`src/rtl/stepper_fsm.sv`:
```
// Switch-driven WIDTH-bit state stepper (0..LIMIT) advanced on a prescaled tick, with load, range flags and last-op.
// Optional input debounce is built when STEPPER_DEBOUNCE_EN is defined.
module stepper_fsm #(
    parameter int WIDTH      = 4,
    parameter int LIMIT      = 2**WIDTH - 1,
    parameter int STEP       = 2,
    parameter int DIV        = 25000000,
    parameter int DEB_CYCLES = 16
) (
    input  logic             clk_i,
    input  logic             rst_i,
    input  logic             en_i,
    input  logic [1:0]       sw_i,
    input  logic             wrap_mode_i,
    input  logic             load_i,
    input  logic [WIDTH-1:0] load_val_i,
    output logic [WIDTH-1:0] q_o,
    output logic             tick_o,
    output logic             at_min_o,
    output logic             at_max_o,
    output logic [1:0]       last_op_o
);

    localparam int CNT_W = (DIV > 1) ? $clog2(DIV) : 1;
    localparam logic [CNT_W-1:0] CNT_LAST = CNT_W'(DIV - 1);
    localparam logic [WIDTH:0]   LIMIT_X  = (WIDTH+1)'(LIMIT);
    localparam logic [WIDTH:0]   STEP_X   = (WIDTH+1)'(STEP);
    localparam logic [WIDTH:0]   MOD_X    = (WIDTH+1)'(LIMIT + 1);
    localparam logic [WIDTH:0]   ONE_X    = (WIDTH+1)'(1);

    typedef enum logic {IDLE = 1'b0, RUN = 1'b1} mode_e;

    mode_e            mode_q, mode_d;
    logic             run;
    logic [1:0]       sync1_q, sync2_q;
    logic [1:0]       sw_eff;
    logic [CNT_W-1:0] cnt_q, cnt_d;
    logic [WIDTH-1:0] q_q, q_d;
    logic             tick_q, tick_d;
    logic             at_min_q, at_min_d;
    logic             at_max_q, at_max_d;
    logic [1:0]       last_op_q, last_op_d;
    logic [WIDTH:0]   q_x, sum_x, step_x, load_x, next_x;

    always_ff @(posedge clk_i or posedge rst_i) begin
        if (rst_i) begin
            sync1_q <= 2'b10;
            sync2_q <= 2'b10;
        end else begin
            sync1_q <= sw_i;
            sync2_q <= sync1_q;
        end
    end

`ifdef STEPPER_DEBOUNCE_EN
    localparam int DEB_W = (DEB_CYCLES > 1) ? $clog2(DEB_CYCLES) : 1;
    localparam logic [DEB_W-1:0] DEB_LAST = DEB_W'(DEB_CYCLES - 1);

    logic [1:0]       deb_q;
    logic [DEB_W-1:0] deb_cnt_q;

    // Counts clocks the synchronised value has differed from deb_q while holding steady; sync1 != sync2
    // flags that sync2 is about to move, so the count restarts for the new value.
    always_ff @(posedge clk_i or posedge rst_i) begin
        if (rst_i) begin
            deb_q     <= 2'b10;
            deb_cnt_q <= '0;
        end else if (sync2_q == deb_q) begin
            deb_cnt_q <= '0;
        end else if (deb_cnt_q == DEB_LAST) begin
            deb_q     <= sync2_q;
            deb_cnt_q <= '0;
        end else if (sync1_q != sync2_q) begin
            deb_cnt_q <= '0;
        end else begin
            deb_cnt_q <= deb_cnt_q + DEB_W'(1);
        end
    end

    assign sw_eff = deb_q;
`else
    assign sw_eff = sync2_q;
`endif

    // Mealy decode so the enable takes effect on the very edge it is first seen.
    always_comb begin
        mode_d = mode_q;
        run    = 1'b0;
        case (mode_q)
            IDLE: begin
                if (en_i) begin
                    mode_d = RUN;
                    run    = 1'b1;
                end
            end
            RUN: begin
                if (en_i) run = 1'b1;
                else      mode_d = IDLE;
            end
            default: mode_d = IDLE;
        endcase
    end

    always_comb begin
        q_x    = {1'b0, q_q};
        load_x = {1'b0, load_val_i};
        sum_x  = q_x + ((sw_eff == 2'b11) ? STEP_X : ONE_X);
        case (sw_eff)
            2'b00, 2'b11: begin
                if (sum_x > LIMIT_X) step_x = wrap_mode_i ? (sum_x - MOD_X) : LIMIT_X;
                else                 step_x = sum_x;
            end
            2'b01: begin
                if (q_x == '0) step_x = wrap_mode_i ? LIMIT_X : '0;
                else           step_x = q_x - ONE_X;
            end
            default: step_x = q_x;
        endcase
    end

    // Load beats the prescaler; a tick only happens on the terminal count of an enabled clock.
    always_comb begin
        next_x    = q_x;
        cnt_d     = cnt_q;
        tick_d    = 1'b0;
        last_op_d = last_op_q;
        if (load_i) begin
            next_x = (load_x > LIMIT_X) ? LIMIT_X : load_x;
            cnt_d  = '0;
        end else if (run) begin
            if (cnt_q == CNT_LAST) begin
                cnt_d     = '0;
                tick_d    = 1'b1;
                next_x    = step_x;
                last_op_d = sw_eff;
            end else begin
                cnt_d = cnt_q + CNT_W'(1);
            end
        end
        q_d      = next_x[WIDTH-1:0];
        at_min_d = (next_x == '0);
        at_max_d = (next_x == LIMIT_X);
    end

    always_ff @(posedge clk_i or posedge rst_i) begin
        if (rst_i) begin
            mode_q    <= IDLE;
            cnt_q     <= '0;
            q_q       <= '0;
            tick_q    <= 1'b0;
            at_min_q  <= 1'b1;
            at_max_q  <= 1'b0;
            last_op_q <= 2'b10;
        end else begin
            mode_q    <= mode_d;
            cnt_q     <= cnt_d;
            q_q       <= q_d;
            tick_q    <= tick_d;
            at_min_q  <= at_min_d;
            at_max_q  <= at_max_d;
            last_op_q <= last_op_d;
        end
    end

    assign q_o       = q_q;
    assign tick_o    = tick_q;
    assign at_min_o  = at_min_q;
    assign at_max_o  = at_max_q;
    assign last_op_o = last_op_q;

endmodule

```
`config.mk`:
```
export PLATFORM = sky130hd
export DESIGN_NAME = stepper_fsm
export DESIGN_NICKNAME = d
export VERILOG_FILES = /design/src/rtl/stepper_fsm.sv
export SDC_FILE = /design/constraint.sdc
export NUM_CORES = 1
export LEC_CHECK = 0
export ABC_AREA = 1
export CAP_MARGIN = 20
export CELL_PAD_IN_SITES_DETAIL_PLACEMENT = 0
export CELL_PAD_IN_SITES_GLOBAL_PLACEMENT = 1
export CORE_AREA = 3 3 85 87
export DETAILED_ROUTE_END_ITERATION = 10
export DIE_AREA = 0 0 88 90
export PLACE_DENSITY = 0.77
export SYNTH_ARGS = -nofsm -noshare
export SYNTH_HDL_FRONTEND = slang
export SYNTH_SLANG_ARGS = --single-unit
```
`constraint.sdc`:
```
create_clock -name clk_i -period 4.1 [get_ports clk_i]
set_clock_uncertainty 0.15 [all_clocks]
set_input_delay 0.41 -clock clk_i [delete_from_list [all_inputs] [get_ports clk_i]]
set_output_delay 0.41 -clock clk_i [all_outputs]
set_load 0.05 [all_outputs]
```
==> results.toml, run 1 <==
[synth]
syn_nets = 354
ys_types = 38
synth-seq-cells = 38
yosysWarnings = 0
syn_area_per_cell_sq_um = 7.44
synthCells = 335
synth-seq-area-share_pct = 38.4
netlist_area_sq_um = 2490

[placed_design]
gp_congestion = 0.798
dp_hpwl_mm = 4.51
dp_slack_ps = 1540
port_buffers = 19

[worst_setup_path]
cp.buffers_inverters = 3
cpPeakStageDelay_ps = 400
worst_ep_required_time_ps = 4170
crit_type = "reg2reg"
cp-start-kind = "flip-flop"
cpMostUsedCell = "nand2_1"
crit_chain = "ha_1 > inv_1 > ha_1 > inv_1 > fa_1 > nor2_1 > nand2_1 > nand2_1 > nand2_1 > nand2_1 > nand3_1 > nand3_1 > nand2_2 > clkinv_2 > nand2_1 > nor2_2"
worst_path_max_delay_cell = "dfrtp_1"
worstSetupEndpointType = "flip-flop"
path_delay_family = "simple AND/OR/NAND/NOR gates"
crit_path_max_fanout = 3
critical_path_arrival_ps = 2490

[die]
rows = 29
die_h_microns = 90
ioPinCount = 20
dieArea_sq_um = 7920
fp.dieW_microns = 88
initial_core_util_pct = 38.8
core_area_sq_um = 6420

[drt]
ant_nets = 0
drt_wl_total_mm = 5.84
routedWlPerCell_microns = 13.4
drc = 0
via_per_inst = 5.08
firstDrtPassIters = 4
dr_total_vias = 2216
drt-initial-drc-count = 85

[clock_network]
worstSkewPairLatency_ps = 290
cts_made_buffers = 5
cts_buffer_depth = 2
clk_pin_slew_worst_paths_ps = 70
cts_root_buffer = "clkbuf_8"
cts-resized-gates = 0
post_cts_buffers = 0
ctsHoldBuffers = 0
cts_tree = "done"
cts_num_sinks = 38
ctsHtreeMaxLevel = 2

[sta]
setup_ws_ps = 1680
rsz0062_at_grt = "false"
fin_crit_ps = 2420
slew_headroom_pct = 43.5
hold_viol_final = 0
fmax_mhz = 413
tns_ps = 0
slew_violations = 0
timing.final.crit_share_pct = 59.0
tightest_slew_ps = 845
setup_viol = 0

[cells_and_area]
seq_area_sq_um = 956
drive_gt1_share_pct = 12.8
nFillCells = 670
nets = 377
multi_input_area_sq_um = 1320
diodes = 0
syn2layout_area_growth_pct = 14.5

[global_routing]
grt.met2_usage_pct = 25.4
grt_max_degree = 39
grt_pass1_vias = 2243
grt-ovfl-total = 0
grt_antenna_before_repair = 0
use_met3_pct = 2.83
grt_pass1_wl_mm = 10.5
busiest_layer = "met2"
grt_use_total_pct = 16.3
met1_usage_pct = 23.7

[power]
switching_share_pct = 27.8
leakagePower_nw = 1.24
internal_power_mw = 0.561
combPwrFrac_pct = 15.1
pwr-share-clk_pct = 34.3
ir_drop_mv = 0.146
seq_power_share_pct = 50.6
p_per_area_nw_per_um2 = 272
switchingPower_mw = 0.216

[min_path]
hold_class = "reg2reg"

[status]
status = "complete, no violations"

[run]
max_cap_viol_count = 0
worst reg2reg max path: stages, from the launching register on:
cell and delay [ps]:
dfrtp_1 400, ha_1 220, inv_1 100, ha_1 170, inv_1 50, fa_1 390, nor2_1 140, nand2_1 110
nand2_1 80, nand2_1 50, nand2_1 70, nand3_1 70, nand3_1 120, nand2_2 70, clkinv_2 50, nand2_1 50
nor2_2 70
logic make-up after synthesis:
kind of cell / synth area share (%)
adders and majority gates: 4.32
DFF: 38.4
xor gates and xnor gates: 1.76
buffers and inverters: 8.68
and+or+nand+nor: 34.5
AOI/OAI and AO/OA: 12.3
sequential cells by signal, indices dropped and copies added (netlist names):
signal / cells
tick_o: 1
at_max_o: 1
sync1_q: 2
q_o: 4
sw_eff: 2
cnt_q: 25
last_op_o: 2
at_min_o: 1
power by group through the flow:
stage	registers, mW	clock network (mW)	logic [mW]
after CTS	0.393	0.275	0.119
after global routing	0.394	0.290	0.133
after detailed placement	0.400	0	0.118
after global placement	0.400	0	0.118
final	0.393	0.266	0.118
after floorplan	0.413	0	0.0652
cell usage after synthesis (all sizes together):
cell type | count | area [sq um]
dfrtp | 34 | 851
a32o | 1 | 10.0
or2 | 1 | 6.26
dfstp | 4 | 105
o21ai | 26 | 134
nor4 | 1 | 6.26
a21boi | 1 | 7.51
nand2 | 92 | 373
o31ai | 1 | 7.51
inv | 50 | 188
o21bai | 1 | 7.51
a22oi | 2 | 15.0
nor3b | 1 | 7.51
nor3 | 5 | 25.0
nand3 | 30 | 180
fa | 1 | 20.0
xor2 | 4 | 35.0
buf | 2 | 16.3
ha | 7 | 87.6
xnor2 | 1 | 8.76
a21oi | 11 | 55.1
nor2 | 38 | 213
o22ai | 6 | 37.5
clkinv | 1 | 5.00
o211ai | 2 | 15.0
a31oi | 3 | 18.8
clkbuf | 2 | 7.51
nand4 | 7 | 50.1
placed cells by master, fill, tap and decap left out, types with 6 or more instances in the layout:
cell type	count
a21oi_1	11
clkbuf_8	6
clkdlybuf4s50_1	19
dfrtp_1	34
ha_1	7
inv_1	47
nand2_1	85
nand3_1	24
nand3_2	6
nand4_1	6
nor2_1	24
nor2_2	7
nor2_4	7
o21ai_0	23
o22ai_1	6
cell type report:
class | count | share of cell area, %
flip-flops and latches | 38 | 33.5
clock buffers | 7 | 3.02
clock inverters | 1 | 0.175
well taps | 77 | 3.38
multi-input cells | 242 | 46.3
inverters | 51 | 6.75
repair buffers | 20 | 6.93
metrics by stage:
step                      instances  utilization, %  cell area [sq um]  power [mW]  hold WS, ps
after global routing            436            44.4               2850       0.817          208
after CTS                       436            44.4               2850       0.787          205
final                           436            44.4               2850       0.777          202
after floorplan                 335               -               2490       0.479          181
after global placement          428            43.0               2760       0.518          183
after detailed placement        428            43.0               2760       0.518          188
path summary, 6_finish.rpt:
check	cells after the start	start	slack, ps	endpoint
worst max-delay path	16	sw_eff[0]	1680	at_max_o
worst min-delay path	0	sync1_q[0]	200	sw_eff[0]
worst max register to register	16	sw_eff[0]	1680	at_max_o
worst min register to register	0	sync1_q[0]	200	sw_eff[0]
max in group asynchronous	3	rst_i	3040	at_min_o
min in group asynchronous	3	rst_i	390	cnt_q[19]
per-layer routing:
metal  up-vias  routed length [microns]
li1       1134                        -
met1      1048                     2980
met2        29                     2660
met3         5                      169
met4         0                       28
met5         -                        0
Note: power is estimated with default switching activity, not from simulation.
==> run 2: changes to the inputs <==
PLACE_DENSITY = 0.8   (was 0.77)
clock period = 2 ns   (was 4.1 ns; I/O delays follow)
==> results.toml, run 2 (same netlist as run 1, synthesis figures left out) <==
[power]
switching_share_pct = 28.5
p_per_area_nw_per_um2 = 525
leakagePower_nw = 1.34
switchingPower_mw = 0.460
combPwrFrac_pct = 17.7
ir_drop_mv = 0.247
pwr-share-clk_pct = 32.0
seq_power_share_pct = 50.3
internal_power_mw = 1.15

[cells_and_area]
drive_gt1_share_pct = 20.9
final_cell_mix = "nand2_1 (81), inv_1 (45), dfrtp_1 (31), nand3_1 (24), nor2_1 (23)"
syn2layout_area_growth_pct = 23.0
nets = 392
largest_register_ffs = 25
diodes = 0
final_common_cell = "nand2_1"
largest-register = "cnt_q"
final_core_util_pct = 47.7

[worst_setup_path]
crit_chain = "ha_4 > inv_4 > ha_4 > inv_2 > fa_2 > nor2_2 > o21ai_1 > nand2_1 > nand2_1 > inv_1 > nand3_1 > nand3_1 > nand2_2 > inv_2 > nand2_2 > nor2_2"
reg2reg_slack_ps = -140
crit_type = "reg2reg"
worst_ep_required_time_ps = 2080
worstSetupEndpointType = "flip-flop"
r2r_end = "at_min_o"
path_delay_family = "adder cells"
cp-start-kind = "flip-flop"
cp.buffers_inverters = 4
critical_path_arrival_ps = 2220
crit_path_max_fanout = 3
worst_path_max_delay_cell = "dfrtp_1"
r2r-start = "sw_eff[0]"
cpPeakStageDelay_ps = 420
rr_worst_depth = 16

[status]
failed_checks = "negative setup slack"
status = "complete, but fails checks"

[clock_network]
cts_num_sinks = 38
worstSkewPairLatency_ps = 290
cts_tree = "done"
cts_buffer_depth = 2
cts_root_buffer = "clkbuf_8"
cts_made_buffers = 5
clk_pin_slew_worst_paths_ps = 80
ctsHtreeMaxLevel = 2

[placed_design]
dp_slack_ps = -149
port_buffers = 19
gp_congestion = 0.863
dp_hpwl_mm = 4.51

[drt]
wl_met2_mm = 2.82
routedWlPerCell_microns = 13.1
wl_met1_mm = 2.85
firstDrtPassIters = 4
drc = 0
ant_nets = 0
top_layer = "met4"
dr_total_vias = 2237
via_per_inst = 4.96
drt_wl_total_mm = 5.90
drt-initial-drc-count = 88
wl_met3_microns = 198

[sta]
rsz0062_at_grt = "true"
timing.final.crit_share_pct = 107
setup_ws_ps = -136
tns_ps = -390
setup_viol = 5
tightest_slew_ps = 499
hold_viol_final = 0
slew_headroom_pct = 66.6
slew_violations = 0
fin_crit_ps = 2140
fmax_mhz = 468

[min_path]
min_from = "sw_i[1]"
whs_path_depth = 1
min_to = "sync1_q[1]"
hold_class = "in2reg"

[run]
max_cap_viol_count = 0

[die]
ioPinCount = 20
fp.dieW_microns = 88
rows = 29
initial_core_util_pct = 38.8
dieArea_sq_um = 7920
core_area_sq_um = 6420
die_h_microns = 90

[global_routing]
grt_pass1_vias = 2098
grt_pass1_wl_mm = 9.76
grt_use_total_pct = 15.5
grt-ovfl-total = 0
grt_antenna_before_repair = 0
grt_max_degree = 39
[run 2: cell types whose count changed in the layout (fill, tap and decap cells not counted), moves of 3 or more]
cell and change:
ha_1 -4, nand2_2 +4, ha_4 +4, nand2_1 -4, buf_4 +14, dfrtp_1 -3, dfrtp_2 +3
[run 2: layer usage]
metal,vias to the layer above,GRT usage (%)
met5,-,0
met4,0,3.45
met3,5,3.02
met2,33,24.2
met1,1031,22.0
li1,1168,-
[run 2: what timing repair did]
item	CTS	global route
setup buffers	2	2
gates resized for setup	4	11
endpoints found under the setup margin	6	30
pin swaps	10	11
hold buffers	0	0
[run 2: worst max path at each step]
stage	start	to	slack (ps)	depth (start not counted)
floorplan	sw_eff[1]	at_max_o	-50	14
global placement	sw_eff[0]	at_max_o	-100	16
detailed placement	sw_eff[0]	at_max_o	-150	16
CTS	sw_eff[1]	at_max_o	-150	14
global route	sw_eff[0]	at_max_o	-270	16
finish	sw_eff[0]	at_min_o	-140	16
[run 2: metrics by stage]
step           std cells  hold WS, ps  cell area, sq um  power, mW
2_1_floorplan        335         54.5              2520      0.988
3_3_place_gp         440          195              2910       1.09
3_5_place_dp         440          195              2910       1.09
4_1_cts              449          150              3020       1.63
5_1_grt              451          144              3070       1.70
6_report             451          163              3070       1.61
[run 2: layout make-up]
cell class                 instances  area, sq um
timing repair buffer              35          335
inverter                          51          198
sequential                        38          960
tap                               77         96.3
multi-input combinational        242         1390
fill                             646         3360
clock buffer                       6         72.6
clock inverter                     2         13.8
[run 2: power groups by stage]
stage,combinational (mW),clock [mW],sequential [mW]
after floorplan,0.138,0,0.850
after global placement,0.270,0,0.821
after detailed placement,0.270,0,0.822
after CTS,0.278,0.540,0.808
after global routing,0.317,0.571,0.812
final,0.285,0.516,0.809
